## src/rtl/calc_entry_ctrl.sv

```systemverilog
// -----------------------------------------------------------------------------
// calc_entry_ctrl
// Keypad entry controller for a two-operand, two-digit calculator. Each
// fresh key press (rising edge of key_valid) is accepted once, acknowledged
// with a one-cycle key_ack pulse, and steers the entry FSM
// ENTER1 -> OPER -> ENTER2 -> RESULT.
//
// Ports
//   clk         in   system clock, rising edge active
//   reset       in   asynchronous active-high reset
//   key_valid   in   key-present level from the keypad scanner
//   key_code    in   [4:0] key identity (0-9 digits, 16 ENTER, 17 CLEAR,
//                    20..24 add/sub/mul/div/mod)
//   tens_mem_1  out  [4:0] operand-1 tens digit (0-9, 11 = blank)
//   ones_mem_1  out  [4:0] operand-1 ones digit
//   tens_mem_2  out  [4:0] operand-2 tens digit (0-9, 11 = blank)
//   ones_mem_2  out  [4:0] operand-2 ones digit
//   num_state   out  [2:0] entry phase
//   arithmetic  out  [4:0] one-hot operator (00000 = none)
//   key_ack     out  one-cycle pulse per accepted key
// -----------------------------------------------------------------------------
module calc_entry_ctrl (
    input  logic       clk,
    input  logic       reset,
    input  logic       key_valid,
    input  logic [4:0] key_code,
    output logic [4:0] tens_mem_1,
    output logic [4:0] ones_mem_1,
    output logic [4:0] tens_mem_2,
    output logic [4:0] ones_mem_2,
    output logic [2:0] num_state,
    output logic [4:0] arithmetic,
    output logic       key_ack
);

    localparam logic [2:0] S_ENTER1 = 3'b000;
    localparam logic [2:0] S_OPER   = 3'b001;
    localparam logic [2:0] S_ENTER2 = 3'b010;
    localparam logic [2:0] S_RESULT = 3'b011;

    localparam logic [4:0] K_ENTER  = 5'd16;
    localparam logic [4:0] K_CLEAR  = 5'd17;
    localparam logic [4:0] BLANK    = 5'd11;

    // Operator key code to one-hot; zero for anything that is not an operator.
    function automatic logic [4:0] oper_onehot(input logic [4:0] code);
        logic [4:0] oh;
        case (code)
            5'd20:   oh = 5'b00001;
            5'd21:   oh = 5'b00010;
            5'd22:   oh = 5'b00100;
            5'd23:   oh = 5'b01000;
            5'd24:   oh = 5'b10000;
            default: oh = 5'b00000;
        endcase
        return oh;
    endfunction

    logic [2:0] state_q, state_d;
    logic [4:0] arith_q, arith_d;
    logic [4:0] tens1_q, tens1_d, ones1_q, ones1_d;
    logic [4:0] tens2_q, tens2_d, ones2_q, ones2_d;
    logic [1:0] cnt1_q, cnt1_d, cnt2_q, cnt2_d;
    logic       kv_q, kv_d;
    logic       ack_q, ack_d;

    logic       accept_s;
    logic       is_digit_s;
    logic [4:0] oper_s;

    assign accept_s   = key_valid & ~kv_q;
    assign is_digit_s = (key_code <= 5'd9);
    assign oper_s     = oper_onehot(key_code);

    // Next-state logic for the entry FSM and operand registers.
    always_comb begin
        state_d = state_q;
        arith_d = arith_q;
        tens1_d = tens1_q;
        ones1_d = ones1_q;
        tens2_d = tens2_q;
        ones2_d = ones2_q;
        cnt1_d  = cnt1_q;
        cnt2_d  = cnt2_q;
        kv_d    = key_valid;
        ack_d   = accept_s;

        if (state_q[2]) begin
            // Unreachable encoding: fall back to the reset contents.
            state_d = S_ENTER1;
            arith_d = 5'b00000;
            tens1_d = BLANK;
            ones1_d = 5'd0;
            tens2_d = BLANK;
            ones2_d = 5'd0;
            cnt1_d  = 2'd0;
            cnt2_d  = 2'd0;
        end else if (accept_s && (key_code == K_CLEAR)) begin
            state_d = S_ENTER1;
            arith_d = 5'b00000;
            tens1_d = BLANK;
            ones1_d = 5'd0;
            tens2_d = BLANK;
            ones2_d = 5'd0;
            cnt1_d  = 2'd0;
            cnt2_d  = 2'd0;
        end else if (accept_s) begin
            case (state_q)
                S_ENTER1: begin
                    if (is_digit_s) begin
                        // A third digit is dropped; the counter saturates at 2.
                        if (cnt1_q == 2'd0) begin
                            ones1_d = key_code;
                            cnt1_d  = 2'd1;
                        end else if (cnt1_q == 2'd1) begin
                            tens1_d = ones1_q;
                            ones1_d = key_code;
                            cnt1_d  = 2'd2;
                        end else begin
                            cnt1_d  = cnt1_q;
                        end
                    end else if ((oper_s != 5'b00000) && (cnt1_q != 2'd0)) begin
                        arith_d = oper_s;
                        state_d = S_OPER;
                    end else begin
                        state_d = state_q;
                    end
                end
                S_OPER: begin
                    if (oper_s != 5'b00000) begin
                        arith_d = oper_s;
                    end else if (is_digit_s) begin
                        tens2_d = BLANK;
                        ones2_d = key_code;
                        cnt2_d  = 2'd1;
                        state_d = S_ENTER2;
                    end else begin
                        state_d = state_q;
                    end
                end
                S_ENTER2: begin
                    if (is_digit_s) begin
                        if (cnt2_q == 2'd0) begin
                            ones2_d = key_code;
                            cnt2_d  = 2'd1;
                        end else if (cnt2_q == 2'd1) begin
                            tens2_d = ones2_q;
                            ones2_d = key_code;
                            cnt2_d  = 2'd2;
                        end else begin
                            cnt2_d  = cnt2_q;
                        end
                    end else if (key_code == K_ENTER) begin
                        state_d = S_RESULT;
                    end else begin
                        state_d = state_q;
                    end
                end
                S_RESULT: begin
                    if (is_digit_s) begin
                        // Digit starts a fresh calculation as operand 1.
                        state_d = S_ENTER1;
                        arith_d = 5'b00000;
                        tens1_d = BLANK;
                        ones1_d = key_code;
                        tens2_d = BLANK;
                        ones2_d = 5'd0;
                        cnt1_d  = 2'd1;
                        cnt2_d  = 2'd0;
                    end else begin
                        state_d = state_q;
                    end
                end
                default: begin
                    state_d = S_ENTER1;
                end
            endcase
        end else begin
            state_d = state_q;
        end
    end

    // State registers; key_valid copy resets high so a held key is not taken.
    always_ff @(posedge clk or posedge reset) begin
        if (reset) begin
            state_q <= S_ENTER1;
            arith_q <= 5'b00000;
            tens1_q <= BLANK;
            ones1_q <= 5'd0;
            tens2_q <= BLANK;
            ones2_q <= 5'd0;
            cnt1_q  <= 2'd0;
            cnt2_q  <= 2'd0;
            kv_q    <= 1'b1;
            ack_q   <= 1'b0;
        end else begin
            state_q <= state_d;
            arith_q <= arith_d;
            tens1_q <= tens1_d;
            ones1_q <= ones1_d;
            tens2_q <= tens2_d;
            ones2_q <= ones2_d;
            cnt1_q  <= cnt1_d;
            cnt2_q  <= cnt2_d;
            kv_q    <= kv_d;
            ack_q   <= ack_d;
        end
    end

    assign tens_mem_1 = tens1_q;
    assign ones_mem_1 = ones1_q;
    assign tens_mem_2 = tens2_q;
    assign ones_mem_2 = ones2_q;
    assign num_state  = state_q;
    assign arithmetic = arith_q;
    assign key_ack    = ack_q;

endmodule

```

## config.mk

```make
export PLATFORM = sky130hd
export DESIGN_NAME = calc_entry_ctrl
export DESIGN_NICKNAME = d
export VERILOG_FILES = /design/src/rtl/calc_entry_ctrl.sv
export SDC_FILE = /design/constraint.sdc
export NUM_CORES = 1
export LEC_CHECK = 0
export ABC_AREA = 0
export CAP_MARGIN = 20
export CORE_MARGIN = 2
export CORE_UTILIZATION = 30
export DETAILED_ROUTE_END_ITERATION = 16
export GPL_TIMING_DRIVEN = 0
export HOLD_SLACK_MARGIN = 0.03
export PLACE_DENSITY = 0.53
export SLEW_MARGIN = 10
export SYNTH_ARGS = -nofsm -noshare
export SYNTH_HDL_FRONTEND = slang
export SYNTH_SLANG_ARGS = --single-unit
```

## constraint.sdc

```tcl
create_clock -name clk -period 1.9 [get_ports clk]
set_clock_uncertainty 0.05 [all_clocks]
set_input_delay 0.38 -clock clk [delete_from_list [all_inputs] [get_ports clk]]
set_output_delay 0.38 -clock clk [all_outputs]
set_load 0.05 [all_outputs]
```

# After elaboration in Yosys (flattened, before gate mapping)
# Cells that the tools add are included.
op_classes:
  magnitude_cmp: 1
  n_eq_ne: 28
  n_mux: 70
  n_bitwise: 2
  n_reduce_logical: 17
op_table:
  columns: ["operator", "n"]
  rows:
  - ["5-bit 2-to-1 mux", 36]
  - ["4-bit inequality test (second input constant)", 14]
  - ["5-bit case mux with 3 select lines", 3]
  - ["2-bit 2-to-1 mux", 22]
  - ["5-bit == test (second input constant)", 7]
  - ["5-bit case mux with 5 select lines", 1]
  - ["5-bit case mux with 2 select lines", 2]
  - ["6-bit AND reduction", 3]
  - ["5-bit nonzero test", 3]
  - ["3-bit case mux with 4 select lines", 1]
  - ["5-bit inequality test (second input constant)", 2]
  - ["3-bit 2-to-1 mux", 3]
  - ["8-bit AND reduction", 1]
  - ["7-bit AND reduction", 1]
  - ["3-bit by 2-bit == test with 1-bit output (second input constant)", 2]
  - ["2-bit case mux with 3 select lines", 1]
  - ["5-bit by 4-bit <= comparator with 1-bit output (second input constant)", 1]
  - ["5-bit AND reduction", 1]
  - ["2-bit by 1-bit == test with 1-bit output (second input constant)", 2]
  - ["2-bit logical NOT", 2]
  - ["2-bit case mux with 2 select lines", 1]
  - ["4-bit nonzero test", 1]
  - ["3-bit by 1-bit == test with 1-bit output (second input constant)", 1]
  - ["3-bit logical NOT", 1]
  - ["5 further kinds", 6]
totals:
  regBits: 34
  out_inout_bits: 29
  wordCells: 129

# Longest topological paths before layout
# Gate-level depths: netlist of the first run.
logic_depth:
  word_depth: 10
  ltp_mapped: 8
  ltp_nobuf: 7

# Least setup slack after synthesis of the first run
# OpenSTA, ideal clock, no wires.
synth_timing:
  path_type: "flip-flop to flip-flop"
  startpoint: "register state_q[0] (netlist: num_state[0])"
  endpoint: "register ones1_q[2] (netlist: ones_mem_1[2])"
  t_arrival_ps: 2008
  path_slack_ps: -283
  path_stages_with_launch: 8
  synth_period_minus_slack_ps: 2183
  path_cell_list: "dfrtp_1 -> inv_1 -> ha_1 -> nand2b_1 -> a211oi_1 -> o21ai_1 -> clkbuf_1 -> mux2_2"
synth_between:
  elab_chain_cells: 5
synth_rtl:
  columns: ["element", "line_no", "text"]
  rows:
  - ["start: declaration", "59", "logic [2:0] state_q, state_d;"]
  - ["start signal: assignment", "197", "state_q <= state_d;"]
  - ["3-bit by 2-bit == test with 1-bit output / 3-bit logical NOT (equally long branches)", "108", "case (state_q)"]
  - ["5-bit case mux with 2 select lines", "108", null]
  - ["5-bit 2-to-1 mux", "107", "end else if (accept_s) begin"]
  - ["5-bit 2-to-1 mux", "98", "end else if (accept_s && (key_code == K_CLEAR)) begin"]
  - ["5-bit 2-to-1 mux", "88", "if (state_q[2]) begin"]
  - ["end signal: assignment", "200", "ones1_q <= ones1_d;"]
  - ["end: declaration", "61", "logic [4:0] tens1_q, tens1_d, ones1_q, ones1_d;"]
# Several ways; a longest one is shown, not always the timed one. The select of a mux whose other input is x is not followed.
# A chain may end at the register's enable or synchronous reset.

# Worst setup path in the final report of the first run
layout_timing:
  startpoint: "input port key_code[4]"
  endpoint: "register state_q[0] (netlist: num_state[0])"
layout_between:
  elab_chain_cells: 6
layout_rtl:
  columns: ["element", "line_no", "text"]
  rows:
  - ["start: declaration", "26", "input logic [4:0] key_code,"]
  - ["5-bit == test", "48", "case (code)"]
  - ["5-bit case mux with 5 select lines", "48", null]
  - ["5-bit nonzero test", "122, 130", null]
  - ["1-bit logical AND", "122", "end else if ((oper_s != 5'b00000) && (cnt1_q != 2'd0)) begin"]
  - ["4-bit inequality test (no line)", null, null]
  - ["8-bit AND reduction (no line)", null, null]
# Several ways; a longest one is shown, not always the timed one.

==> results of run 1 <==
==> timing repair <==
item | 4_1_cts | 5_1_grt
endpoints found under the setup margin | 49 | 35
buffers inserted | 3 | 7
pin swaps | 7 | 14
gates resized for setup | 54 | 32
cloned | 0 | 1
==> per-layer routing <==
metal	wire [um]	part of all wire (%)	global-route usage, %
met5	0	0	0
met1	2230	46	22.0
met3	216	4.5	3.68
met4	76	1.6	7.72
met2	2310	48	25.5
==> final cells by class <==
type | count | area [um^2] | share of cell area [%]
multi-input combinational | 110 | 925 | 36.7
sequential | 33 | 837 | 33.3
timing repair buffer | 48 | 457 | 18.2
tap | 72 | 90.1 | 3.58
clock buffer | 7 | 86.3 | 3.43
buffer | 4 | 47.5 | 1.89
inverter | 11 | 43.8 | 1.74
clock inverter | 1 | 30.0 | 1.19
==> state kept, by name, summed over array words and instances (netlist names) <==
| signal | count |
|---|---|
| arithmetic | 5 |
| cnt1_q | 2 |
| cnt2_q | 2 |
| key_ack | 1 |
| kv_q | 1 |
| num_state | 2 |
| ones_mem_1 | 5 |
| ones_mem_2 | 5 |
| tens_mem_1 | 5 |
| tens_mem_2 | 5 |
==> worst reg2reg max path, stage by stage (launching register included) <==
cell and delay (ns):
dfrtp_2 0.47, ha_4 0.21, buf_8 0.14, o22a_1 0.24, and3b_1 0.26, o21ai_1 0.12, a22o_1 0.28
==> cells in the mapped netlist, types with 2 or more instances <==
master / instances / area (um^2)
dfrtp_1: 26 / 651
nor2_1: 14 / 52.6
inv_1: 11 / 41.3
nand2_1: 9 / 33.8
a22o_1: 8 / 70.1
o22a_1: 8 / 70.1
dfstp_2: 7 / 184
nand2b_1: 6 / 37.5
o21ai_0: 6 / 30.0
a211oi_1: 4 / 30.0
ha_1: 4 / 50.1
o31ai_1: 4 / 30.0
a21oi_1: 3 / 15.0
nand3_1: 3 / 15.0
nor3_1: 3 / 15.0
o22ai_1: 3 / 18.8
o2bb2ai_1: 3 / 26.3
a32o_1: 2 / 20.0
and2_1: 2 / 12.5
and4b_1: 2 / 20.0
buf_6: 2 / 22.5
mux2_2: 2 / 22.5
o21a_1: 2 / 15.0
or2_2: 2 / 12.5
or2b_1: 2 / 15.0
==> cells in the final DEF, fill, tap and decap left out, types with 4 or more instances in the layout <==
cell type,instances
a22o_1,8
buf_4,10
clkbuf_8,7
dfrtp_1,24
dfstp_2,7
dlygate4sd2_1,17
dlymetal6s2s_1,10
inv_1,9
nand2_1,9
nand2b_1,4
nor2_1,11
o21ai_0,5
o22a_1,8
o31ai_1,4
==> metrics by stage <==
| step | utilization, % | TNS, ns |
|---|---|---|
| 6_report | 46.3 | 0 |
| 5_1_grt | 46.3 | -0.0272 |
| 2_1_floorplan | - | -0.296 |
| 3_5_place_dp | 39.7 | -23.00 |
| 3_3_place_gp | 39.2 | -22.06 |
| 4_1_cts | 43.3 | -0.0912 |
==> final timing paths <==
path | startpoint | end | slack (ns) | cells past startpoint
max | key_code[4] | num_state[0] | 0.03 | 5
min | key_code[0] | ones_mem_2[0] | 0.34 | 3
max reg2reg | num_state[1] | num_state[0] | 0.04 | 6
min reg2reg | arithmetic[2] | arithmetic[2] | 0.45 | 1
max in group asynchronous | reset | kv_q | 0.73 | 4
min in group asynchronous | reset | tens_mem_1[2] | 0.37 | 2
==> power by group through the flow <==
stage / clock network, mW / registers (mW) / logic [mW]
2_1_floorplan: 0 / 2.00 / 0.789
3_3_place_gp: 0 / 1.22 / 2.20
3_5_place_dp: 0 / 1.24 / 2.26
4_1_cts: 0.706 / 1.23 / 2.29
5_1_grt: 0.749 / 1.28 / 2.62
6_report: 0.691 / 1.24 / 2.50
==> logic make-up (layout without fill, tap and decap cells) <==
group,after synthesis,count (layout)
flops,33,33
mux,2,2
simple gates,53,53
compound gates,50,50
fa+ha+maj,4,4
buf+inv,16,71
other cells,1,1
==> results.md, run 1 <==
- Outcome: finished, final reports clean
- Slew HR: 66.3%
- Sw Ratio: 45.9%
- Least-Margin Pin Slew: 0.504 ns
- H-tree levels: 2
- Nets: 225
- Family with the most delay on the worst path: compound AO/OA/AOI/OAI gates
- XOR/XNOR Fraction of Synth Area: 0%
- DRT Wirelength: 4830 um
- Gpl congestion: 0.960
- Worst setup margin: 0.0253 ns
- Worst Path Arrival: 2.00 ns
- Final Max Tran Viols: 0
- Initial antenna violation count: 0
- Crit Path Class: in -> reg
- Area growth, synth to finish: 50.4%
- Fmax: 0.533 GHz
- Flop pwr share: 28.0%
- Post-synthesis mux area share: 1.35%
- Post-route ant nets: 0
- Hold slack: 0.340 ns
- Final hold violations: 0
- Post-synthesis register bit count: 33
- P_leak: 1.24 nW
- P_sw: 2.03 mW
- Area of placed instances: 2160 um^2
- Cell count after placement: 268
- DR vias/cell: 5.30
- PD cells: 1760 nW/um^2
- Clock share of power: 15.6%
- TritonCTS Buffers: 5
- Final std cells w/o fill: 286
- DR pass1 iterations: 4
- Clock sinks: 33
- Filler cell count: 521
- # setup viols final: 0
- Layout cell share with drive strength beyond 1: 32.2%
- Top_reg_cell synth: dfrtp_1
- Die H: 78.7 um
- Total GRT Usage: 16.5%
- Diodes inserted: 0
- Count of port buffers added during placement: 35
- Final instance area: 2520 um^2
- Routed length per instance: 16.9 um
- Tot Pwr: 4.42 mW
- GRT Residual Overflow: 0
- Starting Density: 30.8%
- Critical path launch point type: primary input
- Initial DRC count: 117
- Synth Cell Area: 1670 um^2
- Post-synthesis cell type count: 46
- Adder-cell share of the synthesized area: 2.99%
- WP data required: 2.03 ns
- First-pass GRT wire length: 8020 um
- Peak VDD IR: 0.00104 V
- CTS tree: done
- Seq/Total Area, Yosys: 49.9%
- Die width: 78.7 um
- Hpwl dp: 3380 um
- Slowest stage cell on the critical path: or4b_4
- CP max stage delay: 0.55 ns
- Combinational Power Share: 56.4%
- Clock Latency Late Sink: 0.29 ns
- Synthesized Nets: 171
- Cts hold-fix bufs: 0
- Post-synth EDFFs: 0
- Synth Area in Compound Gates: 23.0%
- Die area: 6190 um^2
- Syn Inst Count: 159
- Syn avg cell area: 10.5 um^2
- Crit-path max FO: 4
- Final Cycle Share: 98.7%
- Worst min-delay path class: in -> reg
- Final min period: 1.87 ns
- Max-Cap Viols: 0
- Crit path cell chain: clkdlybuf4s15_1 > or4b_4 > a211oi_1 > o21ai_1 > a22o_1
- IO Pins: 37
- Placement Rows: 27
- Crit. End Element: register
- WP buf/inv: 1
- Clock transition at path regs: 0.08 ns
- Simple-Gate Fraction of Synth Area: 17.8%
- Via count: 1,515
- Cell-internal power: 2.39 mW
- Drt drc: 0
- Vias in the first global route: 1,602
- CTS max path bufs: 2
- YS warnings: 0
- Post-synth ARST share: 100%
- Largest family of logic cells by synthesized area: compound AO/OA/AOI/OAI gates
- Largest net degree at the start of global routing: 13
- Worst slack, placed: -0.849 ns
- Core area: 5440 um^2
- CTS root buf: clkbuf_8
- RSZ-0062 raised after global routing: true
No activity file was read; power rests on OpenSTA's default activity.
==> run 2: changes to the inputs <==
PLACE_DENSITY = 0.59   (was 0.53)
==> run 2 against run 1 <==
Via count fell by 6.5%. Combinational power fell by 7%. Total power fell by 7.8%. Largest cell class unchanged. Clock power fell by 24%. Count of clock-buffer cells in the layout did not move. Sequential power barely moved. Die area did not move. Non-clock buffer count fell by 4. Cell count fell by 1.7%. Final area fell by 2.9%. Global-route usage fell by 2.3 points.
==> results.md, run 2 (synthesized netlist as in run 1, its figures left out) <==
- Crit. End Element: output port
- Crit path cell chain: clkdlybuf4s50_1
- Family with the most delay on the worst path: buffers and inverters
- Clock sinks: 33
- Final instance area: 2440 um^2
- Core area: 5440 um^2
- Critical path launch point type: register
- Drt drc: 0
- GRT Residual Overflow: 0
- First-pass GRT wire length: 6830 um
- Slew HR: 54.3%
- Most frequent cells in the layout: dfrtp_1 (24), dlygate4sd2_1 (15), nor2_1 (11), buf_4 (11), nand2_1 (9)
- Hpwl dp: 2810 um
- Least-Margin Pin Slew: 0.685 ns
- CP max stage delay: 0.80 ns
- Starting Density: 30.8%
- Die width: 78.7 um
- Nets: 221
- Die H: 78.7 um
- Hold Path Origin: key_code[1]
- Final hold violations: 0
- Vias in the first global route: 1,435
- TritonCTS Buffers: 5
- Max-Cap Viols: 0
- Clock Latency Late Sink: 0.28 ns
- Post-route ant nets: 0
- DR pass1 iterations: 4
- Die area: 6190 um^2
- Diodes inserted: 0
- Crit-path max FO: 2
- CTS root buf: clkbuf_8
- Initial antenna violation count: 0
- Peak VDD IR: 0.000758 V
- Setup slack, reg-to-reg: 0.06 ns
- PD cells: 1670 nW/um^2
- Gpl congestion: 0.874
- Layout cell share with drive strength beyond 1: 30.1%
- Count of port buffers added during placement: 35
- # setup viols final: 0
- Largest net degree at the start of global routing: 34
- Commonest non-fill, non-tap cell in the layout: dfrtp_1
- DRT Wirelength: 4060 um
- DR vias/cell: 5.04
- Hold slack: 0.303 ns
- Initial DRC count: 74
- Final Cycle Share: 98.7%
- Final min period: 1.87 ns
- CTS max path bufs: 2
- H-tree levels: 2
- R2r startpoint: num_state[0]
- P_leak: 1.16 nW
- Worst setup margin: 0.0256 ns
- Routed length per instance: 14.4 um
- Worst slack, placed: -0.833 ns
- RSZ-0062 raised after global routing: true
- Final std cells w/o fill: 281
- Fmax: 0.534 GHz
- Worst Path Arrival: 1.44 ns
- IO Pins: 37
- Placement Rows: 27
- Area of placed instances: 2130 um^2
- Hold Path Depth: 2
- Worst min-delay path class: in -> reg
- CTS tree: done
- Hold path endpoint: arithmetic[3]
- R2r worst-path depth: 6
- WP data required: 1.47 ns
- Fin util: 44.9%
- Outcome: finished, final reports clean
- Slowest stage cell on the critical path: clkdlybuf4s50_1
- Area growth, synth to finish: 46.1%
- Total GRT Usage: 14.2%
- Clock transition at path regs: 0.06 ns
- Capturing point of the worst reg2reg path: ones_mem_2[1]
- Final Max Tran Viols: 0
- Crit Path Class: reg -> out
- WP buf/inv: 1
- Cts hold-fix bufs: 0
- Filler cell count: 535
- Cell count after placement: 266
- Via count: 1,416
## run 2: cell types whose count changed in the layout (fill, tap and decap cells not counted), moves of 2 or more
cell / previous run / this run
clkdlybuf4s50_1: 3 / 7
buf_2: 3 / 1
dlygate4sd2_1: 17 / 15
dlymetal6s2s_1: 10 / 8
inv_2: 1 / 3
nor2_2: 0 / 2
nor2_4: 3 / 1
o21ai_1: 1 / 3
## run 2: metal layers
metal / wire length [um] / GRT usage (%)
met5: 0 / 0
met4: 58 / 6.14
met3: 229 / 4.48
met2: 1840 / 21.8
met1: 1930 / 18.4
## run 2: cell type report
type / instances / area (um^2) / share of cell area [%]
sequential: 33 / 837 / 34.3
inverter: 11 / 41.3 / 1.69
tap: 72 / 90.1 / 3.69
timing repair buffer: 44 / 422 / 17.3
buffer: 4 / 43.8 / 1.79
multi-input combinational: 110 / 923 / 37.8
clock buffer: 7 / 86.3 / 3.53
## run 2: worst max path at each step
stage / from / endpoint / slack, ns / depth (start not counted)
global route: num_state[0] / ones_mem_2[1] / -0.01 / 6
global placement: key_code[1] / ones_mem_1[2] / -0.84 / 6
finish: arithmetic[3] / arithmetic[3] / 0.03 / 1
CTS: key_code[2] / arithmetic[1] / -0.006 / 6
detailed placement: key_code[1] / arithmetic[4] / -0.83 / 6
floorplan: key_code[2] / arithmetic[1] / -0.06 / 5
## run 2: worst register-to-register path, stage by stage, from the launching register on
cell,delay (ns)
dfrtp_2,0.46
ha_4,0.20
buf_6,0.15
o22a_4,0.24
and4b_1,0.28
nor2_2,0.08
a22o_2,0.27
## run 2: repair_timing
item,4_1_cts,5_1_grt
pin swaps,7,10
buffers inserted,4,5
setup endpoints to repair,46,25
resized for setup,60,22
## run 2: stage by stage
| step | total power [mW] | TNS (ns) |
|---|---|---|
| 2_1_floorplan | 2.79 | -0.296 |
| 3_3_place_gp | 3.43 | -25.22 |
| 3_5_place_dp | 3.45 | -22.84 |
| 4_1_cts | 3.94 | -0.00600 |
| 5_1_grt | 4.33 | -0.0241 |
| 6_report | 4.08 | 0 |
## run 2: where the power goes
part	internal, mW	total (mW)	switching (mW)
logic	0.872	2.32	1.45
registers	1.02	1.23	0.212
clock network	0.287	0.525	0.238
